$ cat src/rtl/paper_pkg.sv
// Shared opcode constants and loader state encoding for the program writer slice.
package paper_pkg;

    localparam logic [1:0] OP_NOP = 2'b00;
    localparam logic [1:0] OP_INC = 2'b01;
    localparam logic [1:0] OP_JNO = 2'b10;
    localparam logic [1:0] OP_HLT = 2'b11;

    typedef enum logic [2:0] {
        ST_IDLE   = 3'd0,
        ST_LOAD   = 3'd1,
        ST_FILL   = 3'd2,
        ST_VERIFY = 3'd3,
        ST_DONE   = 3'd4,
        ST_ERROR  = 3'd5
    } pw_state_t;

endpackage

$ cat src/rtl/program_writer_if.sv
// Bundles the host-side stream, RAM port and status lines of the program writer.
// The host (or bench) uses the master modport; the loader uses the slave modport.
interface program_writer_if #(
    parameter int ADDR_W  = 2,
    parameter int INSTR_W = 2
);

    logic               start;
    logic               in_valid;
    logic               in_ready;
    logic [INSTR_W-1:0] in_instr;
    logic               in_last;
    logic               mem_we;
    logic [ADDR_W-1:0]  mem_addr;
    logic [INSTR_W-1:0] mem_wdata;
    logic [INSTR_W-1:0] mem_rdata;
    logic               cpu_hold;
    logic               load_done;
    logic               load_err;
    logic               overflow;

    modport master (
        output start, in_valid, in_instr, in_last, mem_rdata,
        input  in_ready, mem_we, mem_addr, mem_wdata,
        input  cpu_hold, load_done, load_err, overflow
    );

    modport slave (
        input  start, in_valid, in_instr, in_last, mem_rdata,
        output in_ready, mem_we, mem_addr, mem_wdata,
        output cpu_hold, load_done, load_err, overflow
    );

endinterface

$ cat src/rtl/pw_addr_counter.sv
// RAM address counter shared by the load/fill and read-back phases.
// Saturates at DEPTH-1; only a clear brings it back to zero.
module pw_addr_counter #(
    parameter int ADDR_W = 2,
    parameter int DEPTH  = 4
) (
    input  logic              clock,
    input  logic              reset_n,
    input  logic              i_clear,
    input  logic              i_inc,
    output logic [ADDR_W-1:0] o_count,
    output logic              o_tc
);

    logic [ADDR_W-1:0] r_count;

    assign o_tc    = (r_count == ADDR_W'(DEPTH - 1));
    assign o_count = r_count;

    always_ff @(posedge clock or negedge reset_n) begin
        if (!reset_n) begin
            r_count <= '0;
        end else if (i_clear) begin
            r_count <= '0;
        end else if (i_inc && !o_tc) begin
            r_count <= r_count + ADDR_W'(1);
        end
    end

endmodule

$ cat src/rtl/program_writer.sv
// Streams a program image into the instruction RAM, pads the tail with HLT and holds the CPU until done.
// Define PROGRAM_WRITER_VERIFY_EN to add the shadow copy and read-back VERIFY pass.
module program_writer
    import paper_pkg::*;
#(
    parameter int ADDR_W  = 2,
    parameter int DEPTH   = 4,
    parameter int INSTR_W = 2
) (
    input  logic            clock,
    input  logic            reset_n,
    program_writer_if.slave bus
);

`ifdef PROGRAM_WRITER_VERIFY_EN
    localparam pw_state_t ST_AFTER_WRITE = ST_VERIFY;
`else
    localparam pw_state_t ST_AFTER_WRITE = ST_DONE;
`endif

    pw_state_t          r_state;
    pw_state_t          w_next_state;
    logic               w_handshake;
    logic               w_wr_en;
    logic [INSTR_W-1:0] w_wr_data;
    logic               w_cnt_clear;
    logic               w_cnt_inc;
    logic               w_restart;
    logic [ADDR_W-1:0]  w_cnt;
    logic               w_cnt_tc;

    logic               r_mem_we;
    logic [ADDR_W-1:0]  r_mem_addr;
    logic [INSTR_W-1:0] r_mem_wdata;
    logic               r_overflow;

`ifdef PROGRAM_WRITER_VERIFY_EN
    logic [INSTR_W-1:0] r_shadow [DEPTH];
    logic               r_rd_valid;
    logic               w_rd_issue;
`else
    logic               w_unused_rdata;
    assign w_unused_rdata = ^bus.mem_rdata;
`endif

    pw_addr_counter #(
        .ADDR_W (ADDR_W),
        .DEPTH  (DEPTH)
    ) u_addr_counter (
        .clock   (clock),
        .reset_n (reset_n),
        .i_clear (w_cnt_clear),
        .i_inc   (w_cnt_inc),
        .o_count (w_cnt),
        .o_tc    (w_cnt_tc)
    );

    assign w_handshake = bus.in_valid && (r_state == ST_LOAD);

    always_ff @(posedge clock or negedge reset_n) begin
        if (!reset_n) begin
            r_state <= ST_IDLE;
        end else begin
            r_state <= w_next_state;
        end
    end

    always_comb begin
        w_next_state = r_state;
        w_wr_en      = 1'b0;
        w_wr_data    = bus.in_instr;
        w_cnt_clear  = 1'b0;
        w_cnt_inc    = 1'b0;
        w_restart    = 1'b0;
`ifdef PROGRAM_WRITER_VERIFY_EN
        w_rd_issue   = 1'b0;
`endif
        case (r_state)
            ST_IDLE, ST_ERROR, ST_DONE: begin
                if (bus.start) begin
                    w_next_state = ST_LOAD;
                    w_cnt_clear  = 1'b1;
                    w_restart    = 1'b1;
                end
            end
            ST_LOAD: begin
                // The top address ends the load regardless of in_last, so the counter never wraps.
                if (w_handshake) begin
                    w_wr_en = 1'b1;
                    if (w_cnt_tc) begin
                        w_next_state = ST_AFTER_WRITE;
                        w_cnt_clear  = 1'b1;
                    end else begin
                        w_cnt_inc = 1'b1;
                        if (bus.in_last) begin
                            w_next_state = ST_FILL;
                        end
                    end
                end
            end
            ST_FILL: begin
                w_wr_en   = 1'b1;
                w_wr_data = INSTR_W'(OP_HLT);
                if (w_cnt_tc) begin
                    w_next_state = ST_AFTER_WRITE;
                    w_cnt_clear  = 1'b1;
                end else begin
                    w_cnt_inc = 1'b1;
                end
            end
`ifdef PROGRAM_WRITER_VERIFY_EN
            ST_VERIFY: begin
                // First VERIFY cycle still carries the final write strobe, so reads trail by one cycle.
                w_rd_issue = 1'b1;
                w_cnt_inc  = 1'b1;
                if (r_rd_valid) begin
                    if (bus.mem_rdata != r_shadow[r_mem_addr]) begin
                        w_next_state = ST_ERROR;
                    end else if (r_mem_addr == ADDR_W'(DEPTH - 1)) begin
                        w_next_state = ST_DONE;
                    end
                end
            end
`endif
            default: begin
                w_next_state = ST_IDLE;
            end
        endcase
    end

    always_ff @(posedge clock or negedge reset_n) begin
        if (!reset_n) begin
            r_mem_we    <= 1'b0;
            r_mem_addr  <= '0;
            r_mem_wdata <= '0;
            r_overflow  <= 1'b0;
        end else begin
            r_mem_we <= w_wr_en;
            if (w_wr_en) begin
                r_mem_addr  <= w_cnt;
                r_mem_wdata <= w_wr_data;
`ifdef PROGRAM_WRITER_VERIFY_EN
            end else if (w_rd_issue) begin
                r_mem_addr <= w_cnt;
`endif
            end
            if (w_restart) begin
                r_overflow <= 1'b0;
            end else if ((r_state == ST_DONE) && bus.in_valid) begin
                r_overflow <= 1'b1;
            end
        end
    end

`ifdef PROGRAM_WRITER_VERIFY_EN
    always_ff @(posedge clock or negedge reset_n) begin
        if (!reset_n) begin
            for (int i = 0; i < DEPTH; i++) begin
                r_shadow[i] <= '0;
            end
            r_rd_valid <= 1'b0;
        end else begin
            if (w_wr_en) begin
                r_shadow[w_cnt] <= w_wr_data;
            end
            r_rd_valid <= w_rd_issue;
        end
    end

    assign bus.load_err = (r_state == ST_ERROR);
`else
    assign bus.load_err = 1'b0;
`endif

    assign bus.in_ready  = (r_state == ST_LOAD);
    assign bus.cpu_hold  = (r_state != ST_DONE);
    assign bus.load_done = (r_state == ST_DONE);
    assign bus.overflow  = r_overflow;
    assign bus.mem_we    = r_mem_we;
    assign bus.mem_addr  = r_mem_addr;
    assign bus.mem_wdata = r_mem_wdata;

endmodule

$ cat src/flat_wrapper.sv
// flat-port wrapper written by rule: the top's interface ports become plain ports
module program_writer_flat import paper_pkg::*;
#(
    parameter int ADDR_W  = 2,
    parameter int DEPTH   = 4,
    parameter int INSTR_W = 2
)
  (clock, reset_n, bus_start, bus_in_valid, bus_in_instr, bus_in_last, bus_mem_rdata, bus_in_ready, bus_mem_we, bus_mem_addr, bus_mem_wdata, bus_cpu_hold, bus_load_done, bus_load_err, bus_overflow);
  program_writer_if #(.ADDR_W(ADDR_W), .INSTR_W(INSTR_W)) bus_i ();
  input  logic clock;
  input  logic reset_n;
  input wire logic [$bits(bus_i.start)-1:0] bus_start;
  input wire logic [$bits(bus_i.in_valid)-1:0] bus_in_valid;
  input wire logic [$bits(bus_i.in_instr)-1:0] bus_in_instr;
  input wire logic [$bits(bus_i.in_last)-1:0] bus_in_last;
  input wire logic [$bits(bus_i.mem_rdata)-1:0] bus_mem_rdata;
  output wire logic [$bits(bus_i.in_ready)-1:0] bus_in_ready;
  output wire logic [$bits(bus_i.mem_we)-1:0] bus_mem_we;
  output wire logic [$bits(bus_i.mem_addr)-1:0] bus_mem_addr;
  output wire logic [$bits(bus_i.mem_wdata)-1:0] bus_mem_wdata;
  output wire logic [$bits(bus_i.cpu_hold)-1:0] bus_cpu_hold;
  output wire logic [$bits(bus_i.load_done)-1:0] bus_load_done;
  output wire logic [$bits(bus_i.load_err)-1:0] bus_load_err;
  output wire logic [$bits(bus_i.overflow)-1:0] bus_overflow;
  assign bus_i.start = bus_start;
  assign bus_i.in_valid = bus_in_valid;
  assign bus_i.in_instr = bus_in_instr;
  assign bus_i.in_last = bus_in_last;
  assign bus_i.mem_rdata = bus_mem_rdata;
  assign bus_in_ready = bus_i.in_ready;
  assign bus_mem_we = bus_i.mem_we;
  assign bus_mem_addr = bus_i.mem_addr;
  assign bus_mem_wdata = bus_i.mem_wdata;
  assign bus_cpu_hold = bus_i.cpu_hold;
  assign bus_load_done = bus_i.load_done;
  assign bus_load_err = bus_i.load_err;
  assign bus_overflow = bus_i.overflow;
  program_writer #(.ADDR_W(ADDR_W), .DEPTH(DEPTH), .INSTR_W(INSTR_W)) u_core (.clock(clock), .reset_n(reset_n), .bus(bus_i));
endmodule
$ cat config.mk
export PLATFORM = sky130hd
export DESIGN_NAME = program_writer_flat
export DESIGN_NICKNAME = d
export VERILOG_FILES = /design/src/rtl/paper_pkg.sv /design/src/rtl/program_writer_if.sv /design/src/rtl/pw_addr_counter.sv /design/src/rtl/program_writer.sv /design/src/flat_wrapper.sv
export SDC_FILE = /design/constraint.sdc
export NUM_CORES = 1
export LEC_CHECK = 0
export CAP_MARGIN = 25
export CORE_MARGIN = 2
export CORE_UTILIZATION = 36
export CTS_CLUSTER_DIAMETER = 40
export DETAILED_ROUTE_END_ITERATION = 8
export PLACE_DENSITY = 0.75
export SETUP_SLACK_MARGIN = 0.05
export SYNTH_ARGS = -nofsm -noshare
export SYNTH_HDL_FRONTEND = slang
export SYNTH_SLANG_ARGS = --single-unit
$ cat constraint.sdc
create_clock -name clock -period 1.65 [get_ports clock]
set_clock_uncertainty 0.1 [all_clocks]
set_input_delay 0.2475 -clock clock [delete_from_list [all_inputs] [get_ports clock]]
set_output_delay 0.2475 -clock clock [all_outputs]
set_load 0.02 [all_outputs]
==> flow_metrics.tcl, run 1 <==
set metrics [dict create \
    run_status "finished clean" \
    final_estimated_routing_congestion_in_global_placement 0.7767 \
    report.final.slew_viol_count 0 \
    yosys.cell_types.count 29 \
    timing.setup.critical_path_class "flop to primary output" \
    insertion_delay_of_the_later_clocked_pin_in_the_worst_skew_pair_ns 0.26 \
    postRouteAntennaNets 0 \
    drive_gt1_share_pct 24.42 \
    cts_tree "done" \
    worst_r2r_path_depth 4 \
    detail_route.wirelength_um 1350 \
    clock_root_cell "sky130_fd_sc_hd__clkbuf_4" \
    placement.cell_area_um2 804.5 \
    postSynth.asyncResetShare_pct 100.0 \
    stdcell_area_um2 854.6 \
    firstDrtPassIters 4 \
    timing.critical_path.depth 1 \
    cts_sinks 11 \
    groute.usage.overall_pct 14.75 \
    worst-endpoint-arrival_ns 1.20 \
    required_ns 1.30 \
    postSynthNetCount 74 \
    start_kind "flop" \
    grt_first_pass_wirelength_um 2214 \
    max_cap_viol_count 0 \
    cellLeakagePower_nw 0.3763 \
    synth_largest_type_area_fraction_pct 43.65 \
    floorplan.die_area_um2 2103 \
    coreArea_um2 1689 \
    grt_start_max_net_pins 15 \
    timing.critical_path.slowest_stage_cell "sky130_fd_sc_hd__clkdlybuf4s50_1" \
    post-route-period-util_pct 93.54 \
    synth.largest_area_cell "sky130_fd_sc_hd__dfrtp_1" \
    crit_path_start "u_core.bus.mem_addr[0]" \
    final.fill_count 152 \
    timing.final.crit_period_ns 1.543 \
    critPathCaptureType "primary output" \
    grt_setup_unrepaired "false" \
    detailedPlace.worstSlack_ns -0.1228 \
    area_delta_synth_final_pct 35.52 \
    critical_path.max_stage_delay_ns 0.60 \
    synth_sequential_area_ratio_pct 43.65 \
    drt-initial-drc-count 10 \
    holdCritPathClass "primary input to asynchronous set/reset pin" \
    initial_antenna_violation_count 0 \
    reg2reg_slack_ns 0.13 \
    crit-reg2reg-launch "u_core.r_state[1]" \
    synth_top_cells_by_area "sky130_fd_sc_hd__dfrtp_1 44%, sky130_fd_sc_hd__a21oi_1 4.8%, sky130_fd_sc_hd__nand2b_1 4.0%" \
    routed_via_count_divided_by_cell_count 5.485 \
    fmaxAchievable_mhz 647.9 \
    finalHoldViolations 0 \
    worst_slew_margin_rel_pct 66.34 \
    synth-edff-count 0 \
    final_nets 97 \
    clockBufferDepth 2 \
    cts_hold_repair.buffers 0 \
    postLayoutSetupSlackWorst_ns 0.1066 \
    die_width_um 45.86 \
    worst-slew-pin-transition_ns 0.5034 \
    worst-path-max-fanout 2 \
    place_inst 96 \
    synth_area_um2 630.6 \
    r2r-end "u_core.bus.mem_addr[0]" \
    grt_remaining_overflow 0 \
    synthesis.instances 64 \
    setup-tns-final_ns 0 \
    boundaryPins 19 \
    grt_pass1_vias 520 \
    synth-warning-count 0 \
    timing.critical_path.to "bus_mem_addr[0]" \
    dieHeight_um 45.86 \
    setup-violations-final 0 \
    std_cell_rows 15 \
    start_util_pct 37.33 \
    clk_transition_reported_paths_ns 0.07 \
    cts-htree-levels 1 \
    path_delay_family "buffers and inverters" \
    io_buffers 15 \
    cts-buffers-inserted 3 \
    synthesis.area_per_instance_um2 9.853 \
    report.power.total_w 0.001498 \
    detail_route.drc_violations 0 \
    p_per_area_nw_per_um2 1753 \
    cp_cell_sequence "clkdlybuf4s50_1" \
    layoutNonFillerInstCount 103 \
    post_drt_wl_per_cell_um 13.11 \
    ys_seq_elements 11 \
    vdd_drop_max_uv 876.1 \
    buf_inv_on_cp 1 \
    n_antenna_cell 0 \
    dp.final_hpwl_um 1013 \
    num_vias 565 \
    yosys_most_used_dff "sky130_fd_sc_hd__dfrtp_1" \
]
-- cell usage after synthesis, types with 3 or more instances --
cell type                  instances
sky130_fd_sc_hd__nand2b_1          4
sky130_fd_sc_hd__dfrtp_1          11
sky130_fd_sc_hd__inv_1             3
sky130_fd_sc_hd__a21oi_1           6
sky130_fd_sc_hd__o21ai_0           5
-- power breakdown --
part	switching [W]	total, W	internal [W]
sequential	0.0000839	0.000468	0.000384
combinational	0.000412	0.000847	0.000435
clock	0.0000899	0.000183	0.0000934
-- how the worst min path moves through the flow --
stage	startpoint	to	cells after the start
final	reset_n	u_core.bus.overflow	1
after global routing	reset_n	u_core.bus.overflow	1
after CTS	reset_n	u_core.bus.overflow	1
after detailed placement	u_core.bus.mem_addr[0]	u_core.bus.mem_addr[0]	1
after global placement	u_core.bus.mem_addr[1]	u_core.bus.mem_addr[1]	1
after floorplan	reset_n	u_core.bus.mem_addr[0]	0
-- cell usage in the layout, fill, tap and decap left out, drive strengths merged, types with 3 or more instances in the layout --
master,n
a21oi,7
buf,11
clkbuf,4
clkdlybuf4s50,8
dfrtp,11
inv,3
nand2b,4
o21ai,5
-- per-stage QoR --
stage | utilization [%] | hold WS (ns)
3_3_place_gp | 47.63 | 0.3937
2_1_floorplan | - | -0.1481
6_report | 50.59 | 0.2149
4_1_cts | 48.89 | 0.2223
3_5_place_dp | 47.63 | 0.3980
5_1_grt | 50.59 | 0.2499
-- flip-flops by register name, indices dropped and copies added, names as in the netlist --
register / flops
u_core.u_addr_counter.o_count: 2
u_core.r_state: 3
u_core.bus.overflow: 1
u_core.bus.mem_we: 1
u_core.bus.mem_wdata: 2
u_core.bus.mem_addr: 2
-- layout make-up --
type	instances	area, um^2	area share (%)
clock buffer	4	26.28	3.075
inverter	3	11.26	1.318
multi-input combinational	45	319.1	37.34
sequential	11	275.3	32.21
tap	17	21.27	2.489
timing repair buffer	23	201.4	23.57
-- per-layer routing --
| layer | part of all wire, % | vias to the layer above | track usage, % |
|---|---|---|---|
| met2 | 52 | 7 | 23.33 |
| li1 | - | 278 | - |
| met1 | 47 | 280 | 18.77 |
| met3 | 0.89 | 0 | 2.381 |
| met4 | 0 | 0 | 8.571 |
| met5 | 0 | - | 0 |
-- kinds of logic (layout without fill, tap and decap cells) --
kind of cell	count (synthesis)	in the layout	share of synthesized area, %
AO/OA/AOI/OAI	21	21	23.02
AND/OR/NAND/NOR	20	20	19.84
flip-flops	11	11	43.65
buffers and inverters	8	30	7.339
multiplexers	2	2	3.571
adder cells (fa/ha/maj)	1	1	1.984
other	1	1	0.5947
-- timing repair --
item / 4_1_cts / 5_1_grt
gates resized for setup: 12 / 7
setup endpoints to repair: 5 / 7
setup buffers: 0 / 3
pin swaps: 1 / 2
Note: power is estimated with default switching activity, not from simulation.
==> run 2: changes to the inputs <==
Settings changed: ABC_CLOCK_PERIOD_IN_PS from default to 1650, CAP_MARGIN 25 to default.
==> results of run 2 <==
Final layout, timing and power as in run 1 (identical DEF).
==> run 3: changes to the inputs <==
Settings changed: PLACE_DENSITY 0.75 to default, PLACE_DENSITY_LB_ADDON from default to 0.05, TNS_END_PERCENT from default to 10.
==> run 3 against run 2 <==
Net effect: maximum frequency down 3.1%; sequential power is essentially flat; flip-flop and latch count stayed put.
==> flow_metrics.tcl, run 3 (synthesized netlist as in run 1, its figures left out) <==
set metrics [dict create \
    cts_sinks 11 \
    num_vias 571 \
    cts_tree "done" \
    clock_root_cell "sky130_fd_sc_hd__clkbuf_4" \
    firstDrtPassIters 4 \
    dp.final_hpwl_um 977.6 \
    grt_remaining_overflow 0 \
    critical_path.max_stage_delay_ns 0.61 \
    n_antenna_cell 0 \
    detail_route.wirelength_um 1430 \
    finalHoldViolations 0 \
    grt_setup_unrepaired "true" \
    final_nets 93 \
    final.fill_count 159 \
    buf_inv_on_cp 1 \
    die_width_um 45.86 \
    area_delta_synth_final_pct 32.34 \
    timing.critical_path.slowest_stage_cell "sky130_fd_sc_hd__clkdlybuf4s50_1" \
    clockBufferDepth 2 \
    coreArea_um2 1689 \
    cts-buffers-inserted 3 \
    vdd_drop_max_uv 789.2 \
    required_ns 1.30 \
    floorplan.die_area_um2 2103 \
    holdCritPathClass "primary input to asynchronous set/reset pin" \
    p_per_area_nw_per_um2 1768 \
    routed_via_count_divided_by_cell_count 5.768 \
    cellLeakagePower_nw 0.3326 \
    stdcell_area_um2 834.6 \
    critPathCaptureType "primary output" \
    clk_transition_reported_paths_ns 0.08 \
    grt_start_max_net_pins 15 \
    fin_util_pct 49.41 \
    worst-slew-pin-transition_ns 0.5487 \
    report.final.slew_viol_count 0 \
    start_kind "flop" \
    final_estimated_routing_congestion_in_global_placement 0.8311 \
    dieHeight_um 45.86 \
    boundaryPins 19 \
    worst-endpoint-arrival_ns 1.25 \
    postRouteAntennaNets 0 \
    registers.top_by_ff_count "u_core.r_state" \
    cp_cell_sequence "clkdlybuf4s50_1" \
    drive_gt1_share_pct 21.95 \
    final_common_cell "sky130_fd_sc_hd__clkdlybuf4s50_1" \
    report.power.total_w 0.001475 \
    postCtsSetupRepairBufs 0 \
    worst-path-max-fanout 3 \
    detail_route.drc_violations 0 \
    cts-htree-levels 1 \
    largest_register_ff_count 3 \
    insertion_delay_of_the_later_clocked_pin_in_the_worst_skew_pair_ns 0.27 \
    timing.final.crit_period_ns 1.593 \
    timing.setup.critical_path_class "flop to primary output" \
    placement.cell_area_um2 797.0 \
    setup-violations-final 0 \
    grt_first_pass_wirelength_um 2304 \
    io_buffers 15 \
    post-route-period-util_pct 96.55 \
    start_util_pct 37.33 \
    max_cap_viol_count 0 \
    drt-initial-drc-count 14 \
    std_cell_rows 15 \
    initial_antenna_violation_count 0 \
    layout.cells.most_common_list "12 x sky130_fd_sc_hd__clkdlybuf4s50_1, 11 x sky130_fd_sc_hd__dfrtp_1, 6 x sky130_fd_sc_hd__a21oi_1" \
    groute.usage.overall_pct 15.78 \
    worst_slew_margin_rel_pct 63.30 \
    fmaxAchievable_mhz 627.7 \
    post_drt_wl_per_cell_um 14.44 \
    grt_pass1_vias 515 \
    run_status "finished clean" \
    path_delay_family "buffers and inverters" \
]
## run 3: cell count changes in the layout (fill, tap and decap cells not counted), sizes merged
cell | before | now
dlymetal6s2s | 2 | 0
buf | 11 | 5
dlygate4sd2 | 2 | 0
clkdlybuf4s15 | 0 | 2
clkdlybuf4s50 | 8 | 12
## run 3: final timing paths
kind	cells past startpoint	slack, ns	to	startpoint
min in group clock	1	0.42	u_core.bus.mem_addr[1]	u_core.bus.mem_addr[1]
worst max register to register	5	0.08	u_core.u_addr_counter.o_count[1]	u_core.r_state[1]
worst min-delay path	1	0.23	u_core.r_state[2]	reset_n
max in group asynchronous	1	0.86	u_core.r_state[1]	reset_n
worst max-delay path	1	0.06	bus_mem_wdata[1]	u_core.bus.mem_wdata[1]
worst min register to register	1	0.42	u_core.bus.mem_addr[1]	u_core.bus.mem_addr[1]
## run 3: final cells by class
type                    count  area (um^2)  area share [%]
flip-flops and latches     11        275.3           32.98
clock buffers               4        26.28           3.148
multi-input cells          45        322.8           38.68
inverters                   3        11.26           1.349
well taps                  17        21.27           2.549
repair buffers             19        177.7           21.29
## run 3: stage by stage
step / setup WS [ns] / hold WS (ns) / setup TNS (ns) / std cells
floorplan: 0.1509 / -0.1481 / 0 / 64
global placement: -0.1384 / 0.3968 / -0.3433 / 95
detailed placement: -0.1696 / 0.4049 / -0.4856 / 95
CTS: 0.03810 / 0.2452 / 0 / 99
global route: 0.001644 / 0.2691 / 0 / 99
finish: 0.05689 / 0.2278 / 0 / 99
## run 3: report_power, final
| group | switching (W) | leakage, nW | internal [W] |
|---|---|---|---|
| Clock | 0.0000986 | 0.0150 | 0.0000935 |
| Sequential | 0.0000865 | 0.136 | 0.000384 |
| Combinational | 0.000407 | 0.182 | 0.000406 |
## run 3: what timing repair did
action,in CTS,in global routing
hold buffers,0,0
gates resized for setup,9,5
hold endpoints to repair,0,0
cloned,0,0
pin swaps,1,0
endpoints found under the setup margin,6,12
## run 3: layer usage
layer | part of all wire, % | GRT usage, % | wire length [um] | vias up
li1 | - | - | - | 270
met1 | 49 | 23.67 | 696 | 274
met2 | 44 | 21.11 | 633 | 25
met3 | 6.2 | 3.571 | 88 | 2
met4 | 0.84 | 6.857 | 12 | 0
met5 | 0 | 0 | 0 | -
